<file path="src/rtl/alu_mul_sequencer.sv">
// alu_mul_sequencer: multi-cycle shift-and-add multiplier that borrows the shared ALU.
//
// Forms the low WIDTH bits of op_a*op_b by alternating ADD and SHIFT states.
// In ADD the ALU adds the multiplicand into the accumulator when the current
// multiplier bit is set. In SHIFT the ALU shifts the multiplicand left by one.
// The result is modulo 2**WIDTH, so it is correct for signed and unsigned operands.
//
// Optional feature: define MUL_SEQ_EARLY_EXIT_EN to finish as soon as the
// remaining multiplier bits are all zero. Without it, latency is fixed at 2*WIDTH+1.
//
// Ports:
//   clk      rising-edge clock
//   reset    asynchronous active-high reset
//   start    request, sampled only in IDLE or DONE
//   op_a     multiplicand, captured when start is accepted
//   op_b     multiplier, captured when start is accepted
//   busy     high while in ADD/SHIFT; the datapath selects this block as ALU master
//   done     one-cycle pulse when product becomes valid
//   product  registered result, held until the next accepted start
//   alu_op   ALU opcode: ADD=4'b0010, SLL=4'b1100, idle=4'b0000
//   alu_in1  ALU operand 1
//   alu_in2  ALU operand 2
//   alu_out  combinational ALU result for the current operands
module alu_mul_sequencer #(
    parameter int WIDTH = 64,
    parameter int CNT_W = 7
) (
    input  logic             clk,
    input  logic             reset,
    input  logic             start,
    input  logic [WIDTH-1:0] op_a,
    input  logic [WIDTH-1:0] op_b,
    output logic             busy,
    output logic             done,
    output logic [WIDTH-1:0] product,
    output logic [3:0]       alu_op,
    output logic [WIDTH-1:0] alu_in1,
    output logic [WIDTH-1:0] alu_in2,
    input  logic [WIDTH-1:0] alu_out
);
    localparam logic [3:0] OP_ADD = 4'b0010;
    localparam logic [3:0] OP_SLL = 4'b1100;

    typedef enum logic [1:0] {IDLE, ADD, SHIFT, DONE} state_t;

    state_t           state_q;
    logic [WIDTH-1:0] acc_q;
    logic [WIDTH-1:0] mcand_q;
    logic [WIDTH-1:0] mplier_q;
    logic [CNT_W-1:0] cnt_q;
    logic [WIDTH-1:0] product_q;
    logic             add_en;
    logic             shift_en;

    // The ALU is only used in ADD when the current multiplier bit is set;
    // otherwise it is left idle so other masters see zeros.
    assign add_en   = (state_q == ADD) && mplier_q[0];
    assign shift_en = (state_q == SHIFT);

    always_comb begin
        busy    = (state_q == ADD) || shift_en;
        done    = (state_q == DONE);
        product = product_q;
        alu_op  = add_en ? OP_ADD : shift_en ? OP_SLL : 4'b0000;
        alu_in1 = add_en ? acc_q : shift_en ? mcand_q : '0;
        alu_in2 = add_en ? mcand_q : shift_en ? WIDTH'(1) : '0;
    end

    always_ff @(posedge clk or posedge reset) begin
        if (reset) begin
            state_q   <= IDLE;
            acc_q     <= '0;
            mcand_q   <= '0;
            mplier_q  <= '0;
            cnt_q     <= '0;
            product_q <= '0;
        end else begin
            case (state_q)
                IDLE, DONE: begin
                    if (start) begin
                        acc_q    <= '0;
                        mcand_q  <= op_a;
                        mplier_q <= op_b;
                        cnt_q    <= '0;
                        state_q  <= ADD;
                    end else begin
                        state_q  <= IDLE;
                    end
                end
                ADD: begin
`ifdef MUL_SEQ_EARLY_EXIT_EN
                    // No set bits left: the accumulator already holds the product.
                    if (mplier_q == '0) begin
                        product_q <= acc_q;
                        state_q   <= DONE;
                    end else begin
                        if (mplier_q[0]) acc_q <= alu_out;
                        state_q <= SHIFT;
                    end
`else
                    if (mplier_q[0]) acc_q <= alu_out;
                    state_q <= SHIFT;
`endif
                end
                SHIFT: begin
                    mcand_q  <= alu_out;
                    mplier_q <= mplier_q >> 1;
                    cnt_q    <= cnt_q + CNT_W'(1);
                    // The last ADD came before this SHIFT, so acc is final here.
                    if (cnt_q == CNT_W'(WIDTH - 1)) begin
                        product_q <= acc_q;
                        state_q   <= DONE;
                    end else begin
                        state_q   <= ADD;
                    end
                end
                default: state_q <= IDLE;
            endcase
        end
    end
endmodule

</file>
<file path="config.mk">
export PLATFORM = sky130hd
export DESIGN_NAME = alu_mul_sequencer
export DESIGN_NICKNAME = d
export VERILOG_FILES = /design/src/rtl/alu_mul_sequencer.sv
export SDC_FILE = /design/constraint.sdc
export NUM_CORES = 1
export LEC_CHECK = 0
export BUFFER_PORTS_ARGS = -buffer_cell sky130_fd_sc_hd__buf_2
export CAP_MARGIN = 20
export CORE_MARGIN = 3
export CORE_UTILIZATION = 55
export DETAILED_ROUTE_END_ITERATION = 6
export PLACE_DENSITY_LB_ADDON = 0.1
export RECOVER_POWER = 100
export SETUP_SLACK_MARGIN = 0.2
export SLEW_MARGIN = 30
export SYNTH_ARGS = -nofsm -noshare
export SYNTH_HDL_FRONTEND = slang
export SYNTH_SLANG_ARGS = --single-unit
</file>
<file path="constraint.sdc">
create_clock -name clk -period 11.3 [get_ports clk]
set_input_delay 0.565 -clock clk [delete_from_list [all_inputs] [get_ports clk]]
set_output_delay 0.565 -clock clk [all_outputs]
set_load 0.005 [all_outputs]
</file>
======== After elaboration in Yosys (flattened, before gate mapping) ========
Cells that the tools add are included.
word-level totals
  bits in registers ....................... 265
  latch bits .............................. 0
  RAM bits ................................ 0
  ROM bits ................................ 0
  input bits .............................. 195
  logic and storage cells ................. 40
  memories ................................ 0
operators by class
  add/subtract/negate cells ............... 1
  multipliers ............................. 0
  div/mod/pow operators ................... 0
  order comparisons ....................... 0
  equality and inequality tests ........... 6
  shifts and indexed selects .............. 0
  multiplexer cells ....................... 18
  bitwise gates (word level) .............. 0
  reduce and logical (&&, ||, !) cells .... 9
operators by type and width
  cell                 count
  $mux 64              7
  $pmux 64 s2          3
  $pmux 7 s2           1
  $mux 4               2
  $add 7x1->7 const B  1
  $eq 7x6->1 const B   1
  $mux 7               1
  $pmux 2 s3           1
  $eq 2x2->1 const B   2
  $ne 2x2->1 const B   2
  $reduce_and 2->1     2
  $reduce_bool 2->1    2
  $reduce_and 3->1     1
  $eq 2x1->1 const B   1
  $logic_not 2->1      1
  $mux 1               2
  $mux 2               1
  $reduce_or 2->1      1
  $logic_and 1x1->1    1
  $logic_or 1x1->1     1

======== Longest topological paths before layout ========
Gate-level depths: netlist of run 1.
  word-level depth ........................ 4
  gate-level depth with buffers ........... 10
  depth with buffers taken out ............ 6

======== Least setup slack after synthesis of run 1 ========
No wires, ideal clock.
  path type ............................... flip-flop to output port
  start point ............................. reg state_q[0]
  end point ............................... out alu_in1[35]
  arrival ................................. 1.701 ns
  required time ........................... 10.735 ns
  slack ................................... 9.034 ns
  stages on the path, launching flop included .. 8
  path buffers ............................ 3
  cells stage by stage .................... dfrtp_1 > inv_1 > ha_1 > buf_4 > clkbuf_1 > clkbuf_1 > nand3_1 > o21ai_0
between the ends
  longest elaborated chain between the ends .. 3
  elaborated cells between the ends (all ways) .. 5
  classes of those cells .................. 2 x eq/ne; 2 x mux; 1 x reduce/logical
ends and longest elaborated chain
  what                                                 line    RTL
  start, declared                                      46      state_t state_q;
  start signal, assigned                               71      state_q <= IDLE;
  start signal, assigned                               85      state_q <= ADD;
  start signal, assigned                               87      state_q <= IDLE;
  $eq 2x2->1 / $eq 2x1->1 (equally long branches)      58, 57
  $mux 64 / $logic_and 1x1->1 (equally long branches)  65, 57
  $mux 64 *                                            65      alu_in1 = add_en ? acc_q : shift_en ? mcand_q : '0;
  end, declared                                        37      output logic [WIDTH-1:0] alu_in1,
Every way passes the cells marked *; elsewhere a longest branch is shown, timed or not.

======== Worst setup path in the final report of run 1 ========
  start point ............................. reg state_q[0]
  end point ............................... reg mplier_q[11]
between the ends
  longest elaborated chain between the ends .. 4
  elaborated cells between the ends (all ways) .. 8
  classes of those cells .................. 3 x eq/ne; 1 x mux; 4 x reduce/logical
ends and longest elaborated chain
  what                                                              line  RTL
  $eq 2x2->1 / $logic_not 2->1 (equally long branches)              78    case (state_q)
  $reduce_or 2->1                                                   78
  $ne 2x2->1 (no line) / $reduce_bool 2->1 (equally long branches)  -
  $reduce_and 2->1 (no line)                                        -
  end signal, assigned                                              83    mplier_q <= op_b;
  end signal, assigned                                              107   mplier_q <= mplier_q >> 1;
  end, declared                                                     49    logic [WIDTH-1:0] mplier_q;
Several ways; a longest one is shown, not always the timed one.
A chain may end at the register's enable or synchronous reset.

==> results.py, run 1 <==
metrics = {
    "setup_path": {
        "critPathArrivalTime_ns": 7.51,
        "endpoint_kind": "flop",
        "crit_fanout": 95,
        "path_class": "flop to flop",
        "required_ns": 11.66,
        "cp-start-kind": "flop",
    },
    "pwr": {
        "power_uw": 3880,
        "peakVddDrop_mv": 0.265,
        "leakage_uw": 0.00734,
        "cellPowerDensity_nw_per_um2": 253,
    },
    "routing": {
        "first_pass_iters": 5,
        "drc_errors": 0,
        "wire_per_inst_um": 18.5,
        "vias": 10400,
        "routed_wl_um": 34900,
        "drt-initial-drc-count": 688,
        "ant_nets": 0,
        "viasPerCell": 5.51,
    },
    "floorplan": {
        "die_h_um": 158,
        "pin_count": 393,
        "rows": 54,
        "die-area_um2": 24900,
        "core-area_um2": 22200,
        "initial_core_util_pct": 57.0,
        "die_w_um": 158,
    },
    "timing": {
        "max_freq_ghz": 0.140,
        "setup_tns_ns": 0,
        "fin_crit_sh_pct": 63.2,
        "rsz0062_at_grt": "false",
        "min_period_ns": 7.14,
        "setup-violations-final": 0,
        "tightest_slew_ns": 5.39,
        "hold_viol_final": 0,
        "skew_ns": 0.00636,
        "slew_violations": 608,
        "slew_headroom_pct": -261,
    },
    "synth": {
        "yosys.area.top_type": "dfrtp_1",
        "synth_common_cells": "dfrtp_1, nand2_1, o21ai_0, mux2i_1, inv_1",
        "yosysSeqAreaShare_pct": 52.3,
        "synth_seq_cells": 265,
        "synthCells": 1251,
        "synthArstFlopShare_pct": 100,
        "yosys_warnings": 0,
        "synth-main-ff-cell": "dfrtp_1",
        "syn_area_per_cell_um2": 10.1,
        "yosysMostFrequentCell": "dfrtp_1",
        "synth.area.top_cells": "dfrtp_1, mux2i_1, o21ai_0",
        "ys_types": 28,
        "yosys.area.top_type_share_pct": 52.3,
        "netlist_area_um2": 12700,
        "synth-edff-count": 0,
        "synth_fp_nets": 1450,
    },
    "clocking": {
        "cts_buffers": 28,
        "cts_resized": 0,
        "postCtsSetupBuffers": 0,
        "ctsRootBufferMaster": "clkbuf_16",
        "cts-htree-levels": 1,
        "holdBufCountCts": 0,
        "insertion_delay_ns": 0.53,
        "cts.sinks": 265,
        "cts.clk_slew.worst_paths_ns": 0.06,
        "cts_buffer_depth": 3,
        "cts_tree": "yes",
    },
    "layout": {
        "n_fill_cell": 1894,
        "drive_above_1_share_pct": 21.2,
        "nets": 1780,
        "syn2layout_area_growth_pct": 21.1,
    },
    "place": {
        "dp_hpwl_um": 23800,
        "gp_congestion": 0.860,
        "io_buffers": 391,
    },
    "grt": {
        "grt_pass1_vias": 10100,
        "grt_pass1_wl_um": 53600,
        "grt_start_max_net_pins": 121,
        "track_usage_pct": 26.9,
        "grt_overflow_total": 0,
        "antenna_found_initial": 9,
    },
    "hold_path": {
        "worstHoldPathType": "primary input to flop",
    },
    "job": {
        "max-cap-violations": 10,
    },
    "outcome": {
        "status": "finished with violations",
        "violations": "max-capacitance violations, max-slew violations",
    },
}
## cell type report
cell class | instances | area (um2) | share of cell area, %
diodes | 8 | 20.0 | 0.130
clock buffers | 46 | 870 | 5.66
clock inverters | 3 | 40.0 | 0.261
inverters | 73 | 275 | 1.79
multi-input cells | 809 | 5330 | 34.7
flip-flops and latches | 265 | 6640 | 43.2
well taps | 280 | 350 | 2.28
repair buffers | 404 | 1840 | 12.0
## cells by family (layout without fill, tap and decap cells)
kind of cell / Yosys count / after routing / synth area share, %
multiplexers: 257 / 257 / 20.9
buffers and inverters: 177 / 526 / 5.77
adder cells (fa/ha/maj): 4 / 4 / 0.395
AND/OR/NAND/NOR: 339 / 339 / 12.2
AO/OA/AOI/OAI: 207 / 207 / 8.29
XOR/XNOR: 1 / 1 / 0.0691
other: 1 / 9 / 0.0296
flip-flops: 265 / 265 / 52.3
## stage by stage
stage / cell area, um2 / cells / util (%) / hold slack [ns] / worst slack (ns)
floorplan: 12700 / 1251 / - / 0.450 / 3.44
global placement: 14700 / 1830 / 66.1 / 0.460 / 7.54
detailed placement: 14700 / 1830 / 66.1 / 0.470 / 7.46
CTS: 15600 / 1879 / 70.2 / 0.232 / 7.32
global route: 15400 / 1887 / 69.1 / 0.251 / 3.57
finish: 15400 / 1888 / 69.1 / 0.258 / 4.16
## routing by layer
layer | vias to the layer above | part of all wire (%) | global-route usage (%)
met2 | 383 | 48 | 44.2
li1 | 4939 | - | -
met3 | 84 | 8.4 | 7.00
met5 | - | 0.060 | 0
met1 | 4992 | 39 | 34.5
met4 | 4 | 3.6 | 10.2
## cells in the final DEF, fill, tap and decap left out, types with 2 or more instances in the layout
| cell type | synthesis | layout |
|---|---|---|
| o21ai_0 | 195 | 195 |
| and3_1 | 63 | 63 |
| clkbuf_2 | 0 | 4 |
| diode_2 | 0 | 8 |
| a21oi_1 | 7 | 7 |
| nand3_1 | 67 | 67 |
| or3_1 | 3 | 3 |
| buf_6 | 2 | 3 |
| buf_2 | 24 | 220 |
| inv_1 | 73 | 72 |
| mux2_2 | 64 | 64 |
| o31ai_1 | 2 | 2 |
| mux2i_1 | 192 | 192 |
| buf_4 | 6 | 5 |
| nand2b_1 | 2 | 2 |
| clkbuf_16 | 0 | 29 |
| clkbuf_1 | 69 | 181 |
| nand2_1 | 198 | 198 |
| clkinv_2 | 0 | 2 |
| clkbuf_8 | 0 | 8 |
| ha_1 | 4 | 4 |
| or4_1 | 3 | 3 |
| dfrtp_1 | 265 | 264 |
## critical path: stages, from the launching register on
cell and delay (ns):
dfrtp_1 0.41, inv_1 0.07, ha_1 1.36, clkbuf_1 2.03
buf_4 0.85, mux2i_4 0.13, clkbuf_1 0.95, buf_4 0.73
nand2_1 0.17, o21ai_0 0.10
## worst paths after layout
| kind | startpoint | to | slack, ns | cells after the start |
|---|---|---|---|---|
| max | state_q[0] | mplier_q[11] | 4.16 | 9 |
| min | op_b[63] | mplier_q[63] | 0.26 | 2 |
| max reg2reg | state_q[0] | mplier_q[11] | 4.16 | 9 |
| min reg2reg | mplier_q[15] | mplier_q[15] | 0.48 | 2 |
| max in group asynchronous | reset | mplier_q[42] | 7.22 | 2 |
| min in group asynchronous | reset | mcand_q[33] | 1.73 | 2 |
## flip-flops by register name, indices dropped and copies added, names as in the netlist
signal and count:
acc_q 64, cnt_q 7, mcand_q 64, mplier_q 64, product 64, state_q 2
## report_power, final
part | switching, uW | internal, uW | leakage (uW)
Sequential | 210 | 1260 | 0.00345
Combinational | 932 | 572 | 0.00344
Clock | 362 | 542 | 0.000448
Total | 1500 | 2380 | 0.00734
Power figures use the tool's default switching activity.
==> run 2, diff against run 1 <==
Settings changed: CORE_UTILIZATION 55 to 52.
Clock period 11.3 ns to 7.04 ns, I/O delays scaled along.
==> results.py, run 2 (synthesis results as in run 1) <==
metrics = {
    "pwr": {
        "p_comb_share_pct": 38.5,
        "p_clk_share_pct": 23.9,
        "switching_share_pct": 38.7,
        "leakage_uw": 0.00746,
        "netSwitchingPower_uw": 2460,
        "cellPowerDensity_nw_per_um2": 409,
        "p_int_uw": 3890,
        "peakVddDrop_mv": 0.284,
        "p_seq_share_pct": 37.5,
    },
    "floorplan": {
        "rows": 56,
        "die_h_um": 162,
        "die_w_um": 162,
        "core-area_um2": 23800,
        "initial_core_util_pct": 53.4,
        "pin_count": 393,
        "die-area_um2": 26300,
    },
    "job": {
        "max-cap-violations": 7,
    },
    "timing": {
        "tightest_slew_ns": 2.83,
        "hold_viol_final": 0,
        "skew_ns": 0.00733,
        "fin_crit_sh_pct": 72.3,
        "setup_tns_ns": 0,
        "slew_headroom_pct": -88.5,
        "rsz0062_at_grt": "false",
        "holdWs_ns": 0.0420,
        "min_period_ns": 5.09,
        "slew_violations": 395,
        "max_freq_ghz": 0.196,
        "setup-violations-final": 0,
        "worst_slack_ns": 1.95,
    },
    "clocking": {
        "insertion_delay_ns": 0.53,
        "holdBufCountCts": 0,
        "cts_resized": 0,
        "cts_buffers": 28,
        "cts_buffer_depth": 3,
        "cts.clk_slew.worst_paths_ns": 0.06,
        "ctsRootBufferMaster": "clkbuf_16",
        "cts_tree": "yes",
        "cts-htree-levels": 1,
        "postCtsSetupBuffers": 0,
        "cts.sinks": 265,
    },
    "grt": {
        "grt_pass1_wl_um": 55400,
        "grt_start_max_net_pins": 142,
        "grt_pass1_vias": 10100,
        "top_usage_layer": "met2",
        "track_usage_pct": 26.2,
        "grt_overflow_total": 0,
        "met3_usage_pct": 6.15,
        "met2_usage_pct": 43.5,
        "antenna_found_initial": 8,
        "grtUsageMet1_pct": 33.7,
    },
    "setup_path": {
        "endpoint_kind": "flop",
        "required_ns": 7.45,
        "cp-start-kind": "flop",
        "path_class": "flop to flop",
        "critPathArrivalTime_ns": 5.50,
        "crit_fanout": 40,
    },
    "layout": {
        "final_common_cell": "dfrtp_1",
        "seq_area_um2": 6640,
        "syn2layout_area_growth_pct": 22.5,
        "mostFrequentLayoutCells": "dfrtp_1, buf_2, nand2_1",
        "stdcell_count": 1929,
        "multi_input_area_um2": 5350,
        "drive_above_1_share_pct": 22.7,
        "nets": 1782,
        "n_fill_cell": 2042,
    },
    "outcome": {
        "status": "finished with violations",
        "violations": "max-capacitance violations, max-slew violations",
    },
    "place": {
        "gp_congestion": 0.885,
        "pre_cts_ws_ns": 3.52,
        "io_buffers": 391,
        "place_inst": 1870,
        "dp_hpwl_um": 24500,
    },
    "routing": {
        "vias": 10400,
        "routed_wl_um": 36000,
        "viasPerCell": 5.37,
        "ant_nets": 0,
        "first_pass_iters": 5,
        "wire_per_inst_um": 18.6,
        "drt-initial-drc-count": 755,
        "drc_errors": 0,
    },
    "hold_path": {
        "worstHoldPathType": "primary input to flop",
    },
}
==> run 2: worst paths after layout <==
kind                               from           end  slack, ns  cells after the start
max in group asynchronous         reset   mplier_q[0]       4.44                      4
max reg2reg                  state_q[0]   product[22]       1.95                      6
min                            op_b[63]  mplier_q[63]       0.04                      2
max                          state_q[0]   product[22]       1.95                      6
min in group asynchronous         reset   mcand_q[19]       0.80                      3
min reg2reg                mplier_q[48]  mplier_q[48]       0.48                      2
==> run 2: power groups by stage <==
stage	logic (uW)	registers (uW)	clock network (uW)
finish	2450	2380	1520
global route	2750	2440	1610
CTS	2470	2380	1550
detailed placement	2460	2400	0
global placement	2400	2380	0
floorplan	1870	2240	0
==> run 2: final cells by class <==
class                           count  share of cell area, %
Antenna cell                        5                 0.0805
Clock buffer                       41                   5.54
Multi-Input combinational cell    809                   34.4
Tap cell                          319                   2.57
Sequential cell                   265                   42.7
Clock inverter                     11                  0.701
Timing Repair Buffer              406                   12.2
Inverter                           73                   1.79
==> run 2: layer usage <==
metal,vias to the layer above,share of wire (%)
met3,92,7.0
met4,8,3.9
met1,4957,41
met5,-,0.17
li1,4945,-
met2,358,48
==> run 2: worst max-delay path, stage by stage, from the launching register on <==
cell and delay (ns):
dfrtp_1 0.42, inv_1 0.07, ha_1 0.89, nand2b_1 0.31, or3_1 0.99, clkbuf_1 1.82
mux2_2 0.46
==> run 2: per-stage QoR <==
stage / power [uW] / instance area, um2 / util [%]
2_1_floorplan: 4110 / 12700 / -
3_3_place_gp: 4780 / 14800 / 62.1
3_5_place_dp: 4860 / 14800 / 62.1
4_1_cts: 6390 / 15700 / 66.2
5_1_grt: 6800 / 15500 / 65.4
6_report: 6350 / 15500 / 65.4
